[src/rtl/des_pkg.sv]
// Shared definitions for the nibble scheduler: FSM state encodings and datapath widths.
package des_pkg;

  localparam int NIB_W  = 4;
  localparam int WORD_W = 32;

  typedef enum logic [1:0] {
    ST_IDLE  = 2'd0,
    ST_ISSUE = 2'd1,
    ST_WAIT  = 2'd2,
    ST_DONE  = 2'd3
  } state_t;

endpackage

[src/rtl/nibble_scheduler.sv]
// Sequences the nibbles of a captured word through an external mux and substitution unit.
// Define NIBBLE_SCHED_MSB_FIRST_EN to walk nibbles from the top index downwards.
module nibble_scheduler
  import des_pkg::*;
#(
  parameter int NIB_N = 8,
  parameter int SEL_W = 3
) (
  input  logic                   clk,
  input  logic                   rst_n,
  input  logic                   in_valid,
  output logic                   in_ready,
  input  logic [NIB_W*NIB_N-1:0] in_word,
  output logic [NIB_W*NIB_N-1:0] word_q,
  output logic [SEL_W-1:0]       sel,
  output logic                   nib_valid,
  input  logic                   nib_ready,
  input  logic                   res_valid,
  input  logic [NIB_W-1:0]       res_nib,
  output logic                   out_valid,
  input  logic                   out_ready,
  output logic [NIB_W*NIB_N-1:0] out_word,
  output logic                   busy
);

  localparam int W = NIB_W * NIB_N;

`ifdef NIBBLE_SCHED_MSB_FIRST_EN
  localparam logic [SEL_W-1:0] FIRST_IDX = SEL_W'(NIB_N - 1);
  localparam logic [SEL_W-1:0] LAST_IDX  = {SEL_W{1'b0}};
  // Adding all-ones is a modular decrement.
  localparam logic [SEL_W-1:0] SEL_STEP  = {SEL_W{1'b1}};
`else
  localparam logic [SEL_W-1:0] FIRST_IDX = {SEL_W{1'b0}};
  localparam logic [SEL_W-1:0] LAST_IDX  = SEL_W'(NIB_N - 1);
  localparam logic [SEL_W-1:0] SEL_STEP  = SEL_W'(1'b1);
`endif

  state_t           state_q, state_d;
  logic [SEL_W-1:0] sel_q;
  logic [W-1:0]     out_word_q;
  logic             in_ready_q, nib_valid_q, out_valid_q, busy_q;
  logic             accept_s;

  assign accept_s  = in_valid & in_ready_q;
  assign in_ready  = in_ready_q;
  assign sel       = sel_q;
  assign nib_valid = nib_valid_q;
  assign out_valid = out_valid_q;
  assign out_word  = out_word_q;
  assign busy      = busy_q;

  // Next-state decode; handshake inputs only matter in their own state.
  always_comb begin
    state_d = state_q;
    case (state_q)
      ST_IDLE: begin
        if (accept_s) state_d = ST_ISSUE;
        else          state_d = ST_IDLE;
      end
      ST_ISSUE: begin
        if (nib_ready) state_d = ST_WAIT;
        else           state_d = ST_ISSUE;
      end
      ST_WAIT: begin
        if (res_valid) begin
          if (sel_q == LAST_IDX) state_d = ST_DONE;
          else                   state_d = ST_ISSUE;
        end else begin
          state_d = ST_WAIT;
        end
      end
      ST_DONE: begin
        if (out_ready) state_d = ST_IDLE;
        else           state_d = ST_DONE;
      end
      default: state_d = ST_IDLE;
    endcase
  end

  // State, datapath and handshake flags; flags are decoded from the next state so they are registered.
  always_ff @(posedge clk) begin
    if (!rst_n) begin
      state_q     <= ST_IDLE;
      sel_q       <= {SEL_W{1'b0}};
      word_q      <= {W{1'b0}};
      out_word_q  <= {W{1'b0}};
      in_ready_q  <= 1'b1;
      nib_valid_q <= 1'b0;
      out_valid_q <= 1'b0;
      busy_q      <= 1'b0;
    end else begin
      state_q     <= state_d;
      in_ready_q  <= (state_d == ST_IDLE);
      nib_valid_q <= (state_d == ST_ISSUE);
      out_valid_q <= (state_d == ST_DONE);
      busy_q      <= (state_d != ST_IDLE);
      case (state_q)
        ST_IDLE: begin
          if (accept_s) begin
            word_q     <= in_word;
            out_word_q <= {W{1'b0}};
            sel_q      <= FIRST_IDX;
          end
        end
        ST_WAIT: begin
          if (res_valid) begin
            out_word_q[sel_q*NIB_W +: NIB_W] <= res_nib;
            if (sel_q != LAST_IDX) sel_q <= sel_q + SEL_STEP;
          end
        end
        default: begin
        end
      endcase
    end
  end

endmodule

[config.mk]
export PLATFORM = sky130hd
export DESIGN_NAME = nibble_scheduler
export DESIGN_NICKNAME = d
export VERILOG_FILES = /design/src/rtl/des_pkg.sv /design/src/rtl/nibble_scheduler.sv
export SDC_FILE = /design/constraint.sdc
export NUM_CORES = 1
export LEC_CHECK = 0
export ABC_CLOCK_PERIOD_IN_PS = 4700
export BUFFER_PORTS_ARGS = -buffer_cell sky130_fd_sc_hd__buf_2
export CORE_MARGIN = 4
export CORE_UTILIZATION = 35
export DETAILED_ROUTE_END_ITERATION = 16
export SYNTH_ARGS = -nofsm -noshare
export SYNTH_HDL_FRONTEND = slang
export SYNTH_SLANG_ARGS = --single-unit
export TNS_END_PERCENT = 5
[constraint.sdc]
create_clock -name clk -period 4.7 [get_ports clk]
set_input_delay 0.47 -clock clk [delete_from_list [all_inputs] [get_ports clk]]
set_output_delay 0.47 -clock clk [all_outputs]
set_load 0.02 [all_outputs]
==> impl_metrics.csv, run 1 <==
group,metric,value,unit
status,outcome,"finished clean",
logic_synthesis,ys_ff_latch,73,
power_and_ir_drop,powerDensity,348,nW/um2
logic_synthesis,synth-async-reset-ratio,0,%
global_route,grt_start_max_net_pins,68,
final_layout,diodes,0,
global_route,met1_usage,20.1,%
final_layout,multi_input_area,1490,um2
clock_tree,h-tree-depth,3,
floorplan,die_y,102,um
logic_synthesis,syn_inst,335,
logic_synthesis,avgSynthCellArea,9.20,um2
logic_synthesis,synth.top_cell.area_share,47.4,%
final_layout,area_delta_synth_final,25.0,%
route,wl_per_cell,14.4,um
timing,max_freq,391,MHz
clock_tree,cts_tree,"built",
logic_synthesis,syn_nets,384,
floorplan,initial_utilization,36.8,%
clock_tree,clock_path_buffers,2,
worst_setup_path,cpLargestDelayFamily,"simple AND/OR/NAND/NOR gates",
route,drt-pass1-iter-count,4,
placed_design,portBuffers,112,
floorplan,rows,33,
final_layout,fillers,840,
logic_synthesis,synth.yosys.seq_area_share,47.4,%
worst_setup_path,path_max_fanout,12,
worst_setup_path,critPathRequiredTime,4.97,ns
clock_tree,cts-root-buf,"clkbuf_8",
worst_setup_path,critPathSlowestCell,"dfxtp_1",
logic_synthesis,ys.flop_type,"dfxtp_1",
route,drc,0,
logic_synthesis,yosysMostFrequentCell,"nand2_1",
timing,rsz0062_at_grt,"no",
timing,slew_headroom,30.4,%
floorplan,dieArea,10400,um2
global_route,antenna_found_initial,0,
power_and_ir_drop,power,1340,uW
floorplan,coreArea,8380,um2
final_layout,seq_area,1460,um2
power_and_ir_drop,peakVddDrop,0.152,mV
route,drtAntennaViolNets,0,
timing,skew,0.00461,ns
logic_synthesis,netlist_area,3080,um2
timing,setup_viol,0,
worst_setup_path,worstSetupEndpointType,"flop",
route,routed-via-count,2737,
logic_synthesis,yosysWarnings,0,
timing,period_share,54.5,%
logic_synthesis,synth_top_area_cell,"dfxtp_1",
worst_setup_path,path_class,"reg -> reg",
worst_hold_path,hold_class,"in -> reg",
global_route,gr-usage-all-layers,15.5,%
global_route,grt.busiest_layer,"met2",
final_layout,layout.nets,486,
clock_tree,holdBufCountCts,0,
worst_setup_path,worstPathCellList,"inv_1 -> ha_1 -> ha_1 -> nand2b_1 -> nor4_1 -> nand4_1 -> a21boi_0",
job,drv_cap,0,
clock_tree,clock-sinks,73,
placed_design,hpwl,5690,um
timing,fin_tns_setup,0,ns
clock_tree,cts_setup_buffers,0,
route,viasPerCell,5.00,
floorplan,ioPinCount,113,
worst_setup_path,crit_buf_inv,1,
logic_synthesis,ys_top_cells_by_area,"dfxtp_1, nand2_1, a21boi_0, mux2i_1, ha_1",
timing,final_max_slew_viol_count,0,
global_route,first_global_vias,2598,
power_and_ir_drop,p_leak,0.00170,uW
worst_setup_path,crit_path_start_kind,"flop",
logic_synthesis,synth_edf_count,0,
clock_tree,cts_resized,0,
global_route,use_met2,24.9,%
worst_setup_path,slowest_delay,0.55,ns
timing,post-route-min-period,2.56,ns
worst_setup_path,cp_common_cell,"ha_1",
worst_setup_path,arrival,2.83,ns
global_route,grt_pass1_wl,12600,um
route,drtIter0Drc,96,
timing,hold_violations,0,
placed_design,place.gp.congestion,0.837,
global_route,grt-ovfl-total,0,
clock_tree,path_clk_slew,0.08,ns
final_layout,drive_gt1_share,31.9,%
clock_tree,insertion_delay,0.34,ns
logic_synthesis,ys_types,42,
logic_synthesis,synth_common_cells,"nand2_1, dfxtp_1, a21boi_0, clkbuf_1, nand3_1",
clock_tree,numCtsBuffers,9,
floorplan,dieWidth,102,um
route,wl,7860,um
final_layout,fin_util,46.0,%
timing,worst_slew_pin_slew,1.04,ns
global_route,met3_usage,3.75,%
[layer usage]
| layer | wire length [um] | share of wire, % |
|---|---|---|
| met5 | 0 | 0 |
| met2 | 3350 | 43 |
| met3 | 732 | 9.3 |
| met4 | 142 | 1.8 |
| met1 | 3630 | 46 |
[final cells by class]
class	count	share of cell area, %
multi-input combinational	234	38.6
sequential	73	37.9
timing repair buffer	113	14.7
clock buffer	12	4.03
tap	105	3.41
clock inverter	4	0.714
inverter	6	0.584
[sequential cells by signal, indices dropped and copies added (netlist names)]
register and flops:
busy 1, in_ready 1, nib_valid 1, out_valid 1, out_word 32, sel 3, state_q 2, word_q 32
[path summary, 6_finish.rpt]
path	startpoint	end	slack, ns	cells past startpoint
worst max-delay path	sel[0]	out_word[18]	2.14	7
worst min register to register	out_word[14]	out_word[14]	0.46	2
worst min-delay path	in_word[28]	word_q[28]	0.37	3
worst max register to register	sel[0]	out_word[18]	2.14	7
[power by group]
part	internal, uW	switching, uW
clock network	220	232
registers	649	17.4
logic	77.5	146
total	947	396
[cell families after synthesis]
group	count (synthesis)	share of synthesized area [%]
mux	9	2.92
fa+ha+maj	7	2.84
compound gates	75	20.1
simple gates	143	22.4
buf+inv	28	4.34
flops	73	47.4
[tightest hold or removal path: cells and delay by family]
family,cells,cell delay [ns]
and+or+nand+nor,1,0.04
AOI/OAI and AO/OA,1,0.06
buffers and inverters,1,0.09
[layout by cell type (no fill, tap or decap), types with 2 or more instances in the layout]
master      synthesis  layout
a31oi_2             2       2
inv_1               6       6
ha_1                7       7
a32o_1              5       5
clkbuf_8            0      11
o31ai_1             8       8
and2_1              5       5
a31oi_4             2       2
buf_2               5     112
nor2_1              7       7
nand2_1            90      90
nand4bb_1           2       2
nor4_1              2       2
and4bb_2            2       2
dfxtp_1            73      73
nor3_1              3       3
o21ai_0             4       4
nor2b_1             5       5
nand3_1            10      10
clkinvlp_4          0       3
a22o_1              8       8
a21boi_0           36      36
a22oi_1             2       2
nand4_1             6       6
mux2i_1             9       9
a21oi_1             2       2
a21oi_2             2       2
nand2b_1            2       2
[through the flow]
step | std cells | cell area, um2 | hold WS [ns] | setup WS (ns)
after floorplan | 335 | 3080 | 0.533 | 2.35
after global placement | 531 | 3670 | 0.445 | 2.29
after detailed placement | 531 | 3670 | 0.443 | 2.18
after CTS | 547 | 3850 | 0.356 | 2.17
after global routing | 547 | 3850 | 0.370 | 1.87
final | 547 | 3850 | 0.371 | 2.14
Power figures use the tool's default switching activity.
==> inputs of run 2 (changes only) <==
--- a/config.mk
+++ b/config.mk
@@ -5,7 +5,7 @@
 export SDC_FILE = /design/constraint.sdc
 export NUM_CORES = 1
 export LEC_CHECK = 0
-export ABC_CLOCK_PERIOD_IN_PS = 4700
+export ABC_CLOCK_PERIOD_IN_PS = 2200
 export BUFFER_PORTS_ARGS = -buffer_cell sky130_fd_sc_hd__buf_2
 export CORE_MARGIN = 4
 export CORE_UTILIZATION = 35
==> constraint.sdc (replaced) <==
create_clock -name clk -period 2.2 [get_ports clk]
set_input_delay 0.22 -clock clk [delete_from_list [all_inputs] [get_ports clk]]
set_output_delay 0.22 -clock clk [all_outputs]
set_load 0.02 [all_outputs]
==> impl_metrics.csv, run 2 (same netlist as run 1, synthesis figures left out) <==
group,metric,value,unit
final_layout,drive_gt1_share,33.7,%
route,routed-via-count,2738,
timing,max_freq,493,MHz
timing,setup_slack,0.170,ns
final_layout,diodes,0,
final_layout,layout.nets,495,
final_layout,layout_commonest_cell,"buf_2",
worst_setup_path,cp.depth,8,
placed_design,hpwl,5960,um
timing,final_max_slew_viol_count,0,
worst_setup_path,critPathRequiredTime,2.48,ns
worst_hold_path,holdPathStages,3,
route,wl,8010,um
worst_setup_path,critPathSlowestCell,"or3b_2",
clock_tree,clock_path_buffers,2,
worst_setup_path,path_max_fanout,11,
worst_setup_path,cpLargestDelayFamily,"simple AND/OR/NAND/NOR gates",
final_layout,area_delta_synth_final,29.9,%
clock_tree,cts-root-buf,"clkbuf_8",
worst_setup_path,worstSetupEndpointType,"flop",
clock_tree,holdBufCountCts,0,
placed_design,pre_cts_ws,0.141,ns
status,outcome,"finished clean",
floorplan,rows,33,
global_route,grt-ovfl-total,0,
timing,slew_headroom,56.2,%
floorplan,ioPinCount,113,
global_route,first_global_vias,2605,
worst_hold_path,hold_class,"in -> reg",
global_route,grt_pass1_wl,12900,um
floorplan,dieWidth,102,um
job,drv_cap,0,
timing,rsz0062_at_grt,"no",
worst_setup_path,reg2regPathDepth,8,
floorplan,initial_utilization,36.8,%
worst_setup_path,crit_buf_inv,2,
timing,period_share,92.3,%
timing,hold_violations,0,
placed_design,place.gp.congestion,0.794,
clock_tree,numCtsBuffers,9,
global_route,antenna_found_initial,0,
clock_tree,cts_setup_buffers,0,
power_and_ir_drop,peakVddDrop,0.342,mV
timing,setup_viol,0,
placed_design,portBuffers,112,
timing,worst_slew_pin_slew,0.657,ns
final_layout,design_area,4010,um2
worst_setup_path,arrival,2.31,ns
clock_tree,cts_tree,"built",
global_route,gr-usage-all-layers,15.6,%
route,viasPerCell,4.92,
route,drc,0,
power_and_ir_drop,powerDensity,818,nW/um2
clock_tree,path_clk_slew,0.08,ns
power_and_ir_drop,p_leak,0.00180,uW
global_route,grt_start_max_net_pins,42,
floorplan,die_y,102,um
worst_setup_path,cp_common_cell,"ha_1",
worst_setup_path,path_class,"reg -> reg",
timing,post-route-min-period,2.03,ns
final_layout,fillers,834,
route,wl_per_cell,14.4,um
worst_setup_path,slowest_delay,0.45,ns
floorplan,dieArea,10400,um2
clock_tree,clock-sinks,73,
clock_tree,h-tree-depth,3,
clock_tree,insertion_delay,0.35,ns
route,drtIter0Drc,84,
worst_setup_path,crit_path_start_kind,"flop",
final_layout,layout_common_cells,"buf_2, nand2_1, dfxtp_1",
route,drtAntennaViolNets,0,
placed_design,dpl_cell_area,3740,um2
timing,skew,0.00945,ns
worst_setup_path,worstPathCellList,"buf_4 -> ha_1 -> ha_1 -> or3b_2 -> a32o_1 -> nand2_1 -> inv_1 -> nor2_1",
floorplan,coreArea,8380,um2
route,drt-pass1-iter-count,4,
run 2: path summary, 6_finish.rpt:
kind                     start      endpoint  slack [ns]
hold / removal      in_word[2]     word_q[2]        0.12
setup reg to reg        sel[0]      in_ready        0.17
hold reg to reg   out_word[14]  out_word[14]        0.46
setup / recovery        sel[0]      in_ready        0.17
run 2: per-stage QoR:
step / total power (uW) / utilization, % / cells / hold slack (ns) / setup TNS [ns]
finish: 3270 / 47.8 / 556 / 0.120 / 0
global placement: 1940 / 44.7 / 540 / 0.446 / 0
CTS: 3310 / 47.8 / 556 / 0.103 / 0
detailed placement: 1950 / 44.7 / 540 / 0.445 / 0
floorplan: 1800 / - / 335 / 0.365 / -0.462
global route: 3430 / 47.8 / 556 / 0.112 / 0
run 2: repair_timing:
action / in CTS / in global routing
setup endpoints to repair: 0 / 8
endpoints found under the hold margin: 0 / 0
resized for setup: 0 / 1
run 2: layout make-up:
cell class / instances / area (um2) / area share [%]
flip-flops and latches: 73 / 1460 / 36.5
inverters: 6 / 22.5 / 0.562
repair buffers: 122 / 636 / 15.9
well taps: 105 / 131 / 3.28
clock inverters: 6 / 130 / 3.25
clock buffers: 10 / 128 / 3.19
multi-input cells: 234 / 1500 / 37.4
run 2: routing by layer:
layer	vias up	part of all wire, %	global-route usage, %
met3	12	8.3	3.55
met5	-	0	0
met4	0	1.4	5.45
met1	1251	45	20.9
li1	1384	-	-
met2	91	45	25.0
run 2: worst register-to-register path, delay by kind of cell (launching register included):
family	cells	cell delay, ns
AO/OA/AOI/OAI	1	0.29
adder cells (fa/ha/maj)	2	0.49
buffers and inverters	2	0.24
flip-flops	1	0.31
AND/OR/NAND/NOR	3	0.64
run 2: report_power, final:
| part | internal (uW) | total (uW) | switching (uW) |
|---|---|---|---|
| registers | 1390 | 1420 | 35.7 |
| clock network | 865 | 1360 | 498 |
| logic | 172 | 489 | 318 |
| total | 2420 | 3270 | 851 |
